===== src/rtl/timer_ctrl.sv =====
// timer_ctrl: debounced start/clear keys, IDLE/RUN/PAUSE/DONE run control, 1 s tick, clear pulse, alarm blink.
// Build option: define TIMER_CTRL_PAUSE_EN to enable the PAUSE state (start toggles RUN/PAUSE).
module timer_ctrl #(
   parameter int CLK_HZ       = 10000,
   parameter int DEBOUNCE_CYC = 200,
   parameter int LIMIT_SEC    = 180,
   parameter int BLINK_CYC    = 5000
) (
   input  logic       clk,
   input  logic       rst,
   input  logic       key_start_n,
   input  logic       key_clear_n,
   output logic       sec_tick,
   output logic       clear,
   output logic [7:0] elapsed_sec,
   output logic [1:0] state,
   output logic       alarm_led
);

   localparam int PW = (CLK_HZ > 1) ? $clog2(CLK_HZ) : 1;
   localparam int DW = $clog2(DEBOUNCE_CYC + 1);
   localparam int BW = (BLINK_CYC > 1) ? $clog2(BLINK_CYC) : 1;
   localparam logic [PW-1:0] PRESC_TC = PW'(CLK_HZ - 1);
   localparam logic [DW-1:0] DEB_TC   = DW'(DEBOUNCE_CYC - 1);
   localparam logic [BW-1:0] BLINK_TC = BW'(BLINK_CYC - 1);
   localparam logic [7:0]    LAST_SEC = 8'(LIMIT_SEC - 1);

   typedef enum logic [1:0] {
      S_IDLE  = 2'b00,
      S_RUN   = 2'b01,
      S_PAUSE = 2'b10,
      S_DONE  = 2'b11
   } state_t;

   // key index 0 = start, 1 = clear
   logic [1:0]         sync1_q, sync1_d, sync2_q, sync2_d;
   logic [1:0]         deb_q, deb_d, deb_dly_q, deb_dly_d;
   logic [1:0][DW-1:0] dcnt_q, dcnt_d;
   logic [1:0]         press;
   logic               start_p, clear_p, wrap;

   state_t        state_q, state_d;
   logic [PW-1:0] presc_q, presc_d;
   logic [7:0]    elapsed_q, elapsed_d;
   logic [BW-1:0] blink_q, blink_d;
   logic          tick_q, tick_d, clear_q, clear_d, alarm_q, alarm_d;

   always_comb begin
      sync1_d   = {key_clear_n, key_start_n};
      sync2_d   = sync1_q;
      deb_dly_d = deb_q;
      deb_d     = deb_q;
      dcnt_d    = dcnt_q;
      for (int k = 0; k < 2; k++) begin
         if (sync2_q[k] == deb_q[k]) begin
            dcnt_d[k] = '0;
         end else if (dcnt_q[k] == DEB_TC) begin
            deb_d[k]  = sync2_q[k];
            dcnt_d[k] = '0;
         end else begin
            dcnt_d[k] = dcnt_q[k] + 1'b1;
         end
      end
   end

   // falling edge of the debounced level only; releases give nothing
   assign press   = deb_dly_q & ~deb_q;
   assign start_p = press[0];
   assign clear_p = press[1];
   assign wrap    = (state_q == S_RUN) && (presc_q == PRESC_TC);

   always_comb begin
      state_d   = state_q;
      elapsed_d = elapsed_q;
      tick_d    = 1'b0;
      clear_d   = 1'b0;
      alarm_d   = 1'b0;
      blink_d   = '0;
      case (state_q)
         S_RUN:   presc_d = wrap ? '0 : presc_q + 1'b1;
         S_PAUSE: presc_d = presc_q;
         default: presc_d = '0;
      endcase
      if (wrap) begin
         tick_d    = 1'b1;
         elapsed_d = elapsed_q + 1'b1;
      end

      if (clear_p) begin
         state_d   = S_IDLE;
         presc_d   = '0;
         elapsed_d = '0;
         tick_d    = 1'b0;
         clear_d   = 1'b1;
      end else if (wrap && elapsed_q == LAST_SEC) begin
         state_d = S_DONE;
      end else if (start_p) begin
         case (state_q)
            S_IDLE: state_d = S_RUN;
`ifdef TIMER_CTRL_PAUSE_EN
            S_RUN:   state_d = S_PAUSE;
            S_PAUSE: state_d = S_RUN;
`endif
            S_DONE: begin
               state_d   = S_IDLE;
               elapsed_d = '0;
               clear_d   = 1'b1;
            end
            default: state_d = state_q;
         endcase
      end

      // LED lit on the DONE entry cycle, then toggles every BLINK_CYC cycles
      if (state_d == S_DONE) begin
         if (state_q != S_DONE) begin
            alarm_d = 1'b1;
         end else if (blink_q == BLINK_TC) begin
            alarm_d = ~alarm_q;
         end else begin
            alarm_d = alarm_q;
            blink_d = blink_q + 1'b1;
         end
      end
   end

   always_ff @(posedge clk or posedge rst) begin
      if (rst) begin
         sync1_q   <= '1;
         sync2_q   <= '1;
         deb_q     <= '1;
         deb_dly_q <= '1;
         dcnt_q    <= '0;
         state_q   <= S_IDLE;
         presc_q   <= '0;
         elapsed_q <= '0;
         blink_q   <= '0;
         tick_q    <= 1'b0;
         clear_q   <= 1'b0;
         alarm_q   <= 1'b0;
      end else begin
         sync1_q   <= sync1_d;
         sync2_q   <= sync2_d;
         deb_q     <= deb_d;
         deb_dly_q <= deb_dly_d;
         dcnt_q    <= dcnt_d;
         state_q   <= state_d;
         presc_q   <= presc_d;
         elapsed_q <= elapsed_d;
         blink_q   <= blink_d;
         tick_q    <= tick_d;
         clear_q   <= clear_d;
         alarm_q   <= alarm_d;
      end
   end

   assign sec_tick    = tick_q;
   assign clear       = clear_q;
   assign elapsed_sec = elapsed_q;
   assign state       = state_q;
   assign alarm_led   = alarm_q;

endmodule

===== config.mk =====
export PLATFORM = sky130hd
export DESIGN_NAME = timer_ctrl
export DESIGN_NICKNAME = d
export VERILOG_FILES = /design/src/rtl/timer_ctrl.sv
export SDC_FILE = /design/constraint.sdc
export NUM_CORES = 1
export LEC_CHECK = 0
export CORE_MARGIN = 3
export CORE_UTILIZATION = 30
export DETAILED_ROUTE_END_ITERATION = 6
export DONT_BUFFER_PORTS = 1
export PLACE_DENSITY_LB_ADDON = 0.25
export SKIP_CTS_REPAIR_TIMING = 1
export SLEW_MARGIN = 40
export SYNTH_ARGS = -nofsm -noshare
export SYNTH_HDL_FRONTEND = slang
export SYNTH_SLANG_ARGS = --single-unit

===== constraint.sdc =====
create_clock -name clk -period 3 [get_ports clk]
set_input_delay 0.45 -clock clk [delete_from_list [all_inputs] [get_ports clk]]
set_output_delay 0.45 -clock clk [all_outputs]
set_load 0.005 [all_outputs]

# Word-level counts from Yosys, hierarchy flattened
# Index checks and enable logic that the tools add are counted.
[word_totals]
register_bits = 64
elab_cells = 71
in_bits = 4
out_inout_bits = 13
[op_classes]
mux = 28
n_addsub = 5
n_eq_ne = 14
n_bitwise = 5
reduce_logical = 5
[op_table]
columns = ["cell", "count"]
rows = [
  ["8-bit 2-to-1 mux", 9],
  ["13-bit 2-to-1 mux", 3],
  ["14-bit 2-to-1 mux", 2],
  ["14-bit case mux with 2 select lines", 1],
  ["8-bit by 1-bit adder with 8-bit output (second input constant)", 3],
  ["8-bit == test (second input constant)", 3],
  ["14-bit by 1-bit adder with 14-bit output (second input constant)", 1],
  ["14-bit == test (second input constant)", 1],
  ["13-bit by 1-bit adder with 13-bit output (second input constant)", 1],
  ["13-bit == test (second input constant)", 1],
  ["1-bit 2-to-1 mux", 9],
  ["2-bit == test (second input constant)", 3],
  ["2-bit 2-to-1 mux", 3],
  ["2-bit inequality test (second input constant)", 2],
  ["2-bit case mux with 2 select lines", 1],
  ["2-bit AND reduction", 2],
  ["3-bit by 1-bit inequality test with 1-bit output (second input constant)", 1],
  ["1-bit inverter", 3],
  ["2-bit AND", 1],
  ["1-bit == test", 2],
  ["2-bit by 1-bit == test with 1-bit output (second input constant)", 1],
  ["1-bit logical AND", 2],
  ["2-bit zero test", 1],
  ["2-bit inverter", 1],
]

# Logic depth before layout (Yosys ltp)
# Gate-level depths: netlist of run 1.
[logic_depth]
word_depth = 7
mapped_depth = 8
mapped_depth_nobuf = 6

# Worst setup path before layout of run 1
# No wires, ideal clock.
[synth_path]
kind = "flip-flop to flip-flop"
startpoint = "reg presc_q[4]"
endpoint = "reg elapsed_q[7], in the netlist elapsed_sec[7]"
slack_ns = 0.736
t_required_ns = 2.873
setup_time_ns = 0.127
arrival_ns = 2.136
synth_period_minus_slack_ns = 2.264
path_buffers = 1
path_stages_with_launch = 7
cell_sequence = "dfrtp_1 or4b_1 or4_1 buf_4 nor3_2 nand4_1 mux2_1"
[synth_between]
elab_chain_len = 7
elab_cells_between_ends = 8
cone_classes = "eq/ne (1); mux (5); reduce/logical (2)"
[synth_rtl]
columns = ["element", "line", "rtl"]
rows = [
  ["from (decl)", "43", "logic [PW-1:0] presc_q, presc_d;"],
  ["from (signal assigned)", "147", "presc_q <= presc_d;"],
  ["14-bit == test (*)", "70", "assign wrap = (state_q == S_RUN) && (presc_q == PRESC_TC);"],
  ["1-bit logical AND (*)", "70", ""],
  ["8-bit 2-to-1 mux", "84", "if (wrap) begin"],
  ["8-bit 2-to-1 mux", "98", "case (state_q)"],
  ["8-bit 2-to-1 mux", "97", "end else if (start_p) begin"],
  ["8-bit 2-to-1 mux (*)", "95", "end else if (wrap && elapsed_q == LAST_SEC) begin"],
  ["8-bit 2-to-1 mux (*)", "89", "if (clear_p) begin"],
  ["via elapsed_d[7]", "44", "logic [7:0] elapsed_q, elapsed_d;"],
  ["to (signal assigned)", "148", "elapsed_q <= elapsed_d;"],
  ["to (decl)", "44", ""],
]
# The timed path passes the listed nets; every way through them passes the cells marked *.
# A chain may end at the register's enable or synchronous reset.

# Worst setup path after layout of run 1
[layout_path]
startpoint = "reg presc_q[4]"
endpoint = "reg presc_q[4]"
[layout_between]
elab_chain_len = 5
elab_cells_between_ends = 6
cone_classes = "add/sub (1); eq/ne (1); mux (3); reduce/logical (1)"
[layout_rtl]
columns = ["element", "line", "rtl"]
rows = [
  ["parallel branches: the longest is 2 deep, another holds 14-bit by 1-bit adder with 14-bit output", "n/a", ""],
  ["14-bit 2-to-1 mux (*)", "80", "S_RUN: presc_d = wrap ? '0 : presc_q + 1'b1;"],
  ["14-bit case mux with 2 select lines (*)", "79", "case (state_q)"],
  ["14-bit 2-to-1 mux (*)", "89", ""],
]
# Mark *: on every way between the ends.

==> results of run 1 <==
-- cells by family (layout without fill, tap and decap cells) --
| logic type | Yosys count | in the layout | share of synthesized area, % |
|---|---|---|---|
| AND/OR/NAND/NOR | 138 | 138 | 23.8 |
| buffers and inverters | 17 | 27 | 2.39 |
| flip-flops | 64 | 64 | 54.1 |
| XOR/XNOR | 38 | 38 | 11.2 |
| multiplexers | 4 | 4 | 1.43 |
| adder cells (fa/ha/maj) | 5 | 5 | 2.10 |
| AO/OA/AOI/OAI | 25 | 25 | 5.00 |
-- cells in the final DEF, fill, tap and decap left out, types with 4 or more instances in the layout --
master / Yosys / final
sky130_fd_sc_hd__a21oi_1: 9 / 9
sky130_fd_sc_hd__a31oi_1: 4 / 4
sky130_fd_sc_hd__and3_1: 10 / 10
sky130_fd_sc_hd__clkbuf_8: 0 / 13
sky130_fd_sc_hd__dfrtp_1: 56 / 56
sky130_fd_sc_hd__dfstp_2: 8 / 8
sky130_fd_sc_hd__ha_1: 5 / 5
sky130_fd_sc_hd__inv_1: 10 / 9
sky130_fd_sc_hd__nand2_1: 16 / 16
sky130_fd_sc_hd__nand2b_1: 4 / 4
sky130_fd_sc_hd__nand3_1: 26 / 26
sky130_fd_sc_hd__nand4_1: 6 / 6
sky130_fd_sc_hd__nor2_1: 46 / 46
sky130_fd_sc_hd__nor3_1: 6 / 6
sky130_fd_sc_hd__nor4_1: 5 / 5
sky130_fd_sc_hd__o21ai_1: 6 / 5
sky130_fd_sc_hd__xnor2_1: 22 / 22
sky130_fd_sc_hd__xor2_1: 16 / 16
-- final timing paths --
check | start | end | slack, ns | cells past startpoint
hold / removal | rst | presc_q[0]$_DFFE_PP0P_ | 0.10 | 1
max in group asynchronous | rst | deb_dly_q[0]$_DFF_PP1_ | 2.22 | 2
setup reg to reg | presc_q[4]$_DFFE_PP0P_ | presc_q[4]$_DFFE_PP0P_ | 0.50 | 5
setup / recovery | presc_q[4]$_DFFE_PP0P_ | presc_q[4]$_DFFE_PP0P_ | 0.50 | 5
min in group clk | key_clear_n | sync1_q[1]$_DFF_PP1_ | 0.11 | 0
hold reg to reg | sync1_q[1]$_DFF_PP1_ | sync2_q[1]$_DFF_PP1_ | 0.36 | 0
-- critical path: stages, from the launching register on --
cell and delay, ns:
sky130_fd_sc_hd__dfrtp_1 0.43, sky130_fd_sc_hd__or4b_1 0.55, sky130_fd_sc_hd__or4_1 0.71, sky130_fd_sc_hd__and3_1 0.42, sky130_fd_sc_hd__a21oi_1 0.20, sky130_fd_sc_hd__a31oi_1 0.05
-- where the power goes --
group | switching, W | internal, W | total (W) | leakage, nW
Clock | 0.000306 | 0.000387 | 0.000693 | 0.0958
Sequential | 0.00000670 | 0.000875 | 0.000881 | 0.861
Combinational | 0.0000259 | 0.0000110 | 0.0000369 | 0.419
-- metrics by stage --
step | utilization, % | total power [W] | instances | worst slack [ns]
3_3_place_gp | 33.1 | 0.000936 | 415 | 0.575
6_report | 35.2 | 0.00161 | 430 | 0.496
4_1_cts | 35.1 | 0.00165 | 430 | 0.501
2_1_floorplan | - | 0.000924 | 291 | 0.736
5_1_grt | 35.2 | 0.00168 | 430 | 0.379
3_5_place_dp | 33.1 | 0.000936 | 415 | 0.516
-- cell type report --
type                            count  area (um^2)
Inverter                           10         37.5
Tap cell                          129          161
Sequential cell                    64         1610
Timing Repair Buffer                2         27.5
Fill cell                         975         6130
Clock buffer                       15          186
Multi-Input combinational cell    210         1300
-- layer usage --
metal	global-route usage [%]	vias up
met3	5.51	6
met5	0	-
li1	-	1015
met2	15.6	27
met1	14.4	977
met4	3.89	0
-- registers in the layout, indices dropped and copies added (netlist names) --
| name | flops |
|---|---|
| sync1_q | 2 |
| blink_q | 13 |
| dcnt_q | 16 |
| deb_dly_q | 2 |
| sync2_q | 2 |
| elapsed_sec | 8 |
| deb_dly_d | 2 |
| alarm_led | 1 |
| clear | 1 |
| state | 2 |
| presc_q | 14 |
| sec_tick | 1 |
==> results.tsv, run 1 <==
metric	value	unit
Data arrival, critical path	2.72	ns
area share of the largest cell type after synthesis	47.0	%
total global routing track utilization	11.0	%
clock buffers created by TritonCTS	9	
number of sinks driven by the clock tree	64	
total negative slack	0	ns
1st-pass router iterations	4	
shortest clock period the worst path allows after layout	2.50	ns
count of unresolved DRC violations after routing	0	
flops & latches, synth	64	
Slew headroom	54.1	%
tightest hold margin	0.101	ns
final weighted congestion in routability-driven placement	0.749	
initial antenna violation count	0	
Worst Setup End Kind	flop	
Cell Area, Placed	3140	um^2
share of synthesized registers carrying an async set or reset	100	%
pin count of the biggest net entering global routing	35	
layout cells sized above 1	10.6	%
DRT antenna net count	0	
vias in the first global route	2025	
critical path launch point type	flop	
I/O pin count	17	
Die Width	106	um
top cell type by total area after synthesis	sky130_fd_sc_hd__dfrtp_1	
number of standard cells after synthesis	291	
initial drt markers	63	
count of buffers from port buffering	0	
drt via density	4.71	
final count of pins violating max slew	0	
Post-synth EDFFs	0	
final clock period utilization by the worst path	83.5	%
startpoint-to-endpoint class of the critical path	flop to flop	
largest fanout on the critical path	12	
aggregate global routing overflow	0	
CTS root buffer	sky130_fd_sc_hd__clkbuf_8	
Std-Cell Rows	35	
count of H-tree levels built during CTS	3	
Clock Pin Slew Worst Setup and Hold Paths	0.07	ns
post-layout net count	306	
Peak VDD IR	0.209	mV
met2 wire length	2.44	mm
Final Setup Violations	0	
transition time at the pin with the least slew margin	0.687	ns
wire length of the first global-routing pass	9.80	mm
Synth Net Count	300	
total power per unit cell area	485	nW/um^2
latest clock arrival within the worst-skew pair	0.34	ns
outcome	completed	
area of the die	11200	um^2
clock tree buffer depth	2	
met3 wire length	328	um
final hold viol count	0	
warning count from the yosys run	0	
most instantiated cells after synthesis	56 x sky130_fd_sc_hd__dfrtp_1, 46 x sky130_fd_sc_hd__nor2_1, 26 x sky130_fd_sc_hd__nand3_1	
ys flop type	sky130_fd_sc_hd__dfrtp_1	
vias post-DR	2025	
Post-Synthesis Mean Instance Area	10.2	um^2
clock skew	0.0109	ns
leading post-synthesis cells by cell area	sky130_fd_sc_hd__dfrtp_1 47%, sky130_fd_sc_hd__dfstp_2 7.1%, sky130_fd_sc_hd__xnor2_1 6.5%, sky130_fd_sc_hd__nor2_1 5.8%, sky130_fd_sc_hd__xor2_1 4.7%	
CTS tree	built	
setup repair after global routing missed its margin	no	
maximum clock frequency	0.399	GHz
WL/cell	13.2	um
Netlist Area Pre-Place	2980	um^2
finished layout cell area	3330	um^2
cell with the most instances after synthesis	sky130_fd_sc_hd__dfrtp_1	
Core Footprint	9460	um^2
routed length on met1	2.85	mm
synth unique cells	38	
type of the most critical hold path	primary input to async pin	
sum of net half-perimeters after detailed placement	3.91	mm
cell leakage power	1.38	nW
die extent in y	106	um
Area growth syn-to-layout	11.6	%
antenna cells	0	
WP data required	3.21	ns
highest metal layer used by the detailed router	met4	
total length of routed wires	5.69	mm
max cap viols	0	
portion of the post-synthesis area used by sequential elements	54.1	%
effective utilization at floorplan	31.5	%
No activity file was read; power rests on OpenSTA's default activity.
==> run 2, diff against run 1 <==
Clock period 3 ns to 2.3 ns, I/O delays scaled along.
==> results.tsv, run 2 (synthesis results as in run 1) <==
metric	value	unit	change
drt via density	4.72		+0.17%
count of unresolved DRC violations after routing	0		unchanged
Die Width	106	um	unchanged
transition time at the pin with the least slew margin	0.587	ns	-0.100 ns
Final Setup Violations	0		unchanged
outcome	completed		
I/O pin count	17		unchanged
die extent in y	106	um	unchanged
vias in the first global route	2084		+2.9%
total power after layout	0.00201	W	+24%
Data arrival, critical path	2.46	ns	-0.26 ns
critical path launch point type	flop		
1st-pass router iterations	4		unchanged
Peak VDD IR	0.249	mV	+19%
registers with the most flip-flops	dcnt_q x16, presc_q x14, blink_q x13		
shortest clock period the worst path allows after layout	2.25	ns	-0.258 ns
DRT antenna net count	0		unchanged
antenna cells	0		unchanged
initial drt markers	100		+59%
Core Footprint	9460	um^2	unchanged
initial antenna violation count	0		unchanged
maximum clock frequency	0.445	GHz	+12%
setup repair after global routing missed its margin	yes		
post-layout net count	321		+4.9%
total global routing track utilization	11.2	%	+0.23 points
Worst Setup End Kind	flop		
Most flops, register	dcnt_q		
Std-Cell Rows	35		unchanged
vias post-DR	2104		+3.9%
max cap viols	0		unchanged
tightest hold margin	0.360	ns	+0.258 ns
Worst path slowest cell	sky130_fd_sc_hd__or4_4		
count of buffers from port buffering	0		unchanged
clock skew	0.0137	ns	+0.00280 ns
kind of cell with the highest combined delay on the critical path	simple AND/OR/NAND/NOR gates		
final weighted congestion in routability-driven placement	0.784		+4.7%
final clock period utilization by the worst path	97.6	%	+14 points
sum of net half-perimeters after detailed placement	3.94	mm	+0.77%
aggregate global routing overflow	0		unchanged
startpoint-to-endpoint class of the critical path	flop to flop		
area of the die	11200	um^2	unchanged
type of the most critical hold path	flop to flop		
WL/cell	12.8	um	-3.0%
finished layout cell area	3440	um^2	+3.5%
largest stage delay on the critical path	0.53	ns	-0.18 ns
wire length of the first global-routing pass	10.1	mm	+3.0%
flip-flop count of the largest register after layout	16		unchanged
CTS root buffer	sky130_fd_sc_hd__clkbuf_8		
final hold viol count	0		unchanged
count of H-tree levels built during CTS	3		unchanged
Slew headroom	60.7	%	+6.5 points
fraction of the core area covered by cells at the end of the flow	36.4	%	+1.2 points
effective utilization at floorplan	31.5	%	unchanged
Critical path buffers and inverters	1		+1
Clock Pin Slew Worst Setup and Hold Paths	0.07	ns	about the same
most used cells in the layout excluding fill and tap cells	55 x sky130_fd_sc_hd__dfrtp_1, 46 x sky130_fd_sc_hd__nor2_1, 25 x sky130_fd_sc_hd__nand3_1, 22 x sky130_fd_sc_hd__xnor2_1		
layout cells sized above 1	15.8	%	+5.1 points
most common cell after layout, fill and taps aside	sky130_fd_sc_hd__dfrtp_1		
largest fanout on the critical path	6		-6
placed insts	424		+2.2%
filler instances	980		+0.51%
total power per unit cell area	583	nW/um^2	+20%
WP data required	2.51	ns	-0.70 ns
CTS tree	built		
pin count of the biggest net entering global routing	43		+23%
clock buffers created by TritonCTS	9		unchanged
Final Instance Count excl. Fillers	446		+3.7%
Area growth syn-to-layout	15.5	%	
total length of routed wires	5.72	mm	+0.56%
Cell Area, Placed	3210	um^2	+2.3%
sequence of cells on the critical path	or3_1 > or4_4 > buf_8 > nor3_2 > nand4_1 > mux2_4		
cell leakage power	1.44	nW	+4.5%
latest clock arrival within the worst-skew pair	0.33	ns	about the same
number of sinks driven by the clock tree	64		unchanged
clock tree buffer depth	2		unchanged
final count of pins violating max slew	0		unchanged
run 2: changes by cell type in the layout (fill, tap and decap cells not counted), moves of 3 or more:
cell	before	now
sky130_fd_sc_hd__clkinv_2	0	3
sky130_fd_sc_hd__clkbuf_8	13	9
sky130_fd_sc_hd__buf_4	1	11
sky130_fd_sc_hd__dlygate4sd3_1	0	3
run 2: final cells by class:
class / count / area [um^2] / share of cell area, %
Sequential cell: 64 / 1610 / 46.9
Timing Repair Buffer: 17 / 153 / 4.43
Inverter: 10 / 37.5 / 1.09
Clock inverter: 4 / 22.5 / 0.654
Multi-Input combinational cell: 210 / 1320 / 38.3
Tap cell: 129 / 161 / 4.69
Clock buffer: 12 / 135 / 3.93
run 2: worst paths after layout:
kind,start,to,slack (ns),cells past startpoint
worst max-delay path,presc_q[6]$_DFFE_PP0P_,elapsed_sec[7]$_DFF_PP0_,0.05,6
worst min-delay path,sync1_q[1]$_DFF_PP1_,sync2_q[1]$_DFF_PP1_,0.36,0
worst max register to register,presc_q[6]$_DFFE_PP0P_,elapsed_sec[7]$_DFF_PP0_,0.05,6
worst min register to register,sync1_q[1]$_DFF_PP1_,sync2_q[1]$_DFF_PP1_,0.36,0
max in group asynchronous,rst,deb_dly_q[0]$_DFF_PP1_,1.14,3
min in group asynchronous,rst,dcnt_q[11]$_DFF_PP0_,0.50,2
run 2: report_power, final:
part | switching (W) | leakage [nW] | internal [W]
sequential | 0.00000851 | 0.859 | 0.00114
combinational | 0.0000350 | 0.499 | 0.0000177
clock | 0.000418 | 0.0801 | 0.000387
run 2: stage by stage:
step	setup TNS, ns	worst slack (ns)
3_5_place_dp	-0.0107	-0.00937
5_1_grt	-0.0131	-0.00696
2_1_floorplan	0	0.0363
3_3_place_gp	0	0.0250
4_1_cts	-0.0291	-0.0274
6_report	0	0.0542
run 2: routing by layer:
metal	wire length, um	up-vias	track usage [%]	part of all wire (%)
li1	-	1043	-	-
met1	2820	1023	15.4	49
met2	2540	36	15.9	44
met3	311	2	4.90	5.4
met4	48	0	3.33	0.84
met5	0	-	0	0
==> run 3, diff against run 2 <==
Settings changed: ABC_AREA set to 1, HOLD_SLACK_MARGIN set to 0.1.
==> results.tsv, run 3 <==
metric	value	unit	change
sum of net half-perimeters after detailed placement	4.83	mm	+23%
critical path launch point type	flop		
ys flop type	sky130_fd_sc_hd__dfrtp_1		
count of H-tree levels built during CTS	3		unchanged
shortest clock period the worst path allows after layout	1.59	ns	-0.652 ns
final weighted congestion in routability-driven placement	0.862		+10%
wire length of the first global-routing pass	12.0	mm	+19%
WL/cell	11.4	um	-11%
most common cell after layout, fill and taps aside	sky130_fd_sc_hd__nand2_1		
Post-synth EDFFs	0		unchanged
Slew headroom	67.9	%	+7.2 points
leading post-synthesis cells by cell area	sky130_fd_sc_hd__dfrtp_1 43%, sky130_fd_sc_hd__nand2_1 9.9%, sky130_fd_sc_hd__nor2_1 9.4%, sky130_fd_sc_hd__dfstp_2 6.4%, sky130_fd_sc_hd__inv_1 5.3%		
synth unique cells	31		-18%
cell leakage power	1.60	nW	+11%
tightest hold margin	0.357	ns	-0.00259 ns
Std-Cell Rows	37		+5.7%
final hold viol count	0		unchanged
initial drt markers	126		+26%
CTS tree	built		
warning count from the yosys run	0		unchanged
total power per unit cell area	601	nW/um^2	+3.1%
clock tree buffer depth	2		unchanged
Final Instance Count excl. Fillers	567		+27%
flip-flop count of the largest register after layout	16		unchanged
layout cells sized above 1	9.98	%	-5.8 points
clock skew	0.00575	ns	-0.00796 ns
number of standard cells after synthesis	412		+42%
count of buffers from port buffering	0		unchanged
Final Setup Violations	0		unchanged
antenna cells	0		unchanged
initial antenna violation count	0		unchanged
most instantiated cells after synthesis	86 x sky130_fd_sc_hd__nand2_1, 82 x sky130_fd_sc_hd__nor2_1, 56 x sky130_fd_sc_hd__dfrtp_1		
area share of the largest cell type after synthesis	42.8	%	-4.2 points
most used cells in the layout excluding fill and tap cells	86 x sky130_fd_sc_hd__nand2_1, 82 x sky130_fd_sc_hd__nor2_1, 56 x sky130_fd_sc_hd__dfrtp_1, 45 x sky130_fd_sc_hd__inv_1, 32 x sky130_fd_sc_hd__nand3_1		
drt via density	4.60		-2.4%
total power after layout	0.00222	W	+11%
Clock Pin Slew Worst Setup and Hold Paths	0.07	ns	about the same
share of synthesized registers carrying an async set or reset	100	%	unchanged
placed insts	548		+29%
Most flops, register	dcnt_q		
I/O pin count	17		unchanged
total length of routed wires	6.46	mm	+13%
Data arrival, critical path	1.82	ns	-0.64 ns
Core Footprint	10500	um^2	+11%
final count of pins violating max slew	0		unchanged
type of the most critical hold path	flop to flop		
Synth Net Count	421		+40%
registers with the most flip-flops	dcnt_q x16, presc_q x14, blink_q x13		
top cell type by total area after synthesis	sky130_fd_sc_hd__dfrtp_1		
final clock period utilization by the worst path	69.3	%	-28 points
count of unresolved DRC violations after routing	0		unchanged
transition time at the pin with the least slew margin	0.481	ns	-0.106 ns
flops & latches, synth	64		unchanged
area of the die	12200	um^2	+9.2%
total global routing track utilization	11.7	%	+0.48 points
filler instances	1126		+15%
largest fanout on the critical path	6		unchanged
Die Width	110	um	+4.5%
CTS root buffer	sky130_fd_sc_hd__clkbuf_8		
post-layout net count	435		+36%
setup repair after global routing missed its margin	no		
effective utilization at floorplan	31.3	%	-0.24 points
Worst Setup End Kind	flop		
Peak VDD IR	0.338	mV	+36%
DRT antenna net count	0		unchanged
portion of the post-synthesis area used by sequential elements	49.3	%	-4.8 points
vias in the first global route	2581		+24%
cell with the most instances after synthesis	sky130_fd_sc_hd__nand2_1		
maximum clock frequency	0.627	GHz	+41%
startpoint-to-endpoint class of the critical path	flop to flop		
1st-pass router iterations	5		+1
number of sinks driven by the clock tree	64		unchanged
outcome	completed		
Post-Synthesis Mean Instance Area	7.94	um^2	-22%
aggregate global routing overflow	0		unchanged
latest clock arrival within the worst-skew pair	0.33	ns	about the same
vias post-DR	2611		+24%
Netlist Area Pre-Place	3270	um^2	+9.8%
fraction of the core area covered by cells at the end of the flow	35.4	%	-1.0 points
Area growth syn-to-layout	13.0	%	
total negative slack	0	ns	unchanged
clock buffers created by TritonCTS	9		unchanged
die extent in y	110	um	+4.5%
WP data required	2.53	ns	+0.02 ns
max cap viols	0		unchanged
pin count of the biggest net entering global routing	44		+2.3%
-- run 3: report_power, final --
group / switching [W] / internal [W] / leakage (nW)
Clock: 0.000419 / 0.000606 / 0.110
Sequential: 0.00000715 / 0.00114 / 0.861
Combinational: 0.0000350 / 0.0000152 / 0.629
-- run 3: cell type report --
cell class,instances,area (um^2),area share (%)
timing repair buffer,5,57.6,1.56
sequential,64,1610,43.6
clock inverter,6,83.8,2.27
clock buffer,10,128,3.45
multi-input combinational,297,1460,39.6
inverter,49,184,4.97
tap,136,170,4.60
-- run 3: cells by family after synthesis --
family	Yosys count	synth area share [%]
simple gates	248	34.3
buf+inv	51	6.00
compound gates	34	5.85
fa+ha+maj	5	1.91
flops	64	49.3
xor+xnor	10	2.68
-- run 3: through the flow --
step,area [um^2],setup WS [ns]
2_1_floorplan,3270,0.370
3_3_place_gp,3460,0.745
3_5_place_dp,3460,0.714
4_1_cts,3670,0.695
5_1_grt,3700,0.509
6_report,3700,0.706
-- run 3: metal layers --
metal | wire, um | vias to the layer above | global-route usage, %
met3 | 207 | 2 | 3.73
met2 | 2990 | 30 | 18.9
met4 | 42 | 0 | 3.45
met1 | 3220 | 1220 | 15.0
met5 | 0 | - | 0
li1 | - | 1359 | -
-- run 3: final timing paths --
| kind | startpoint | to | slack [ns] | depth (start not counted) |
|---|---|---|---|---|
| min | sync1_q[0]$_DFF_PP1_ | sync2_q[0]$_DFF_PP1_ | 0.36 | 0 |
| min reg2reg | sync1_q[0]$_DFF_PP1_ | sync2_q[0]$_DFF_PP1_ | 0.36 | 0 |
| min in group asynchronous | rst | dcnt_q[0]$_DFF_PP0_ | 0.49 | 2 |
| max reg2reg | deb_dly_q[1]$_DFF_PP1_ | presc_q[12]$_DFFE_PP0P_ | 0.71 | 9 |
| max in group asynchronous | rst | deb_dly_d[1]$_DFFE_PP1P_ | 1.15 | 3 |
| max | deb_dly_q[1]$_DFF_PP1_ | presc_q[12]$_DFFE_PP0P_ | 0.71 | 9 |
-- run 3: worst max-delay path: stages (launching register included) --
cell	delay (ns)
sky130_fd_sc_hd__dfstp_2	0.52
sky130_fd_sc_hd__inv_1	0.05
sky130_fd_sc_hd__nor2_4	0.16
sky130_fd_sc_hd__inv_2	0.09
sky130_fd_sc_hd__nand3_1	0.19
sky130_fd_sc_hd__nand2_1	0.15
sky130_fd_sc_hd__inv_1	0.08
sky130_fd_sc_hd__nand2_1	0.06
sky130_fd_sc_hd__o21ai_1	0.14
sky130_fd_sc_hd__nor2_1	0.05
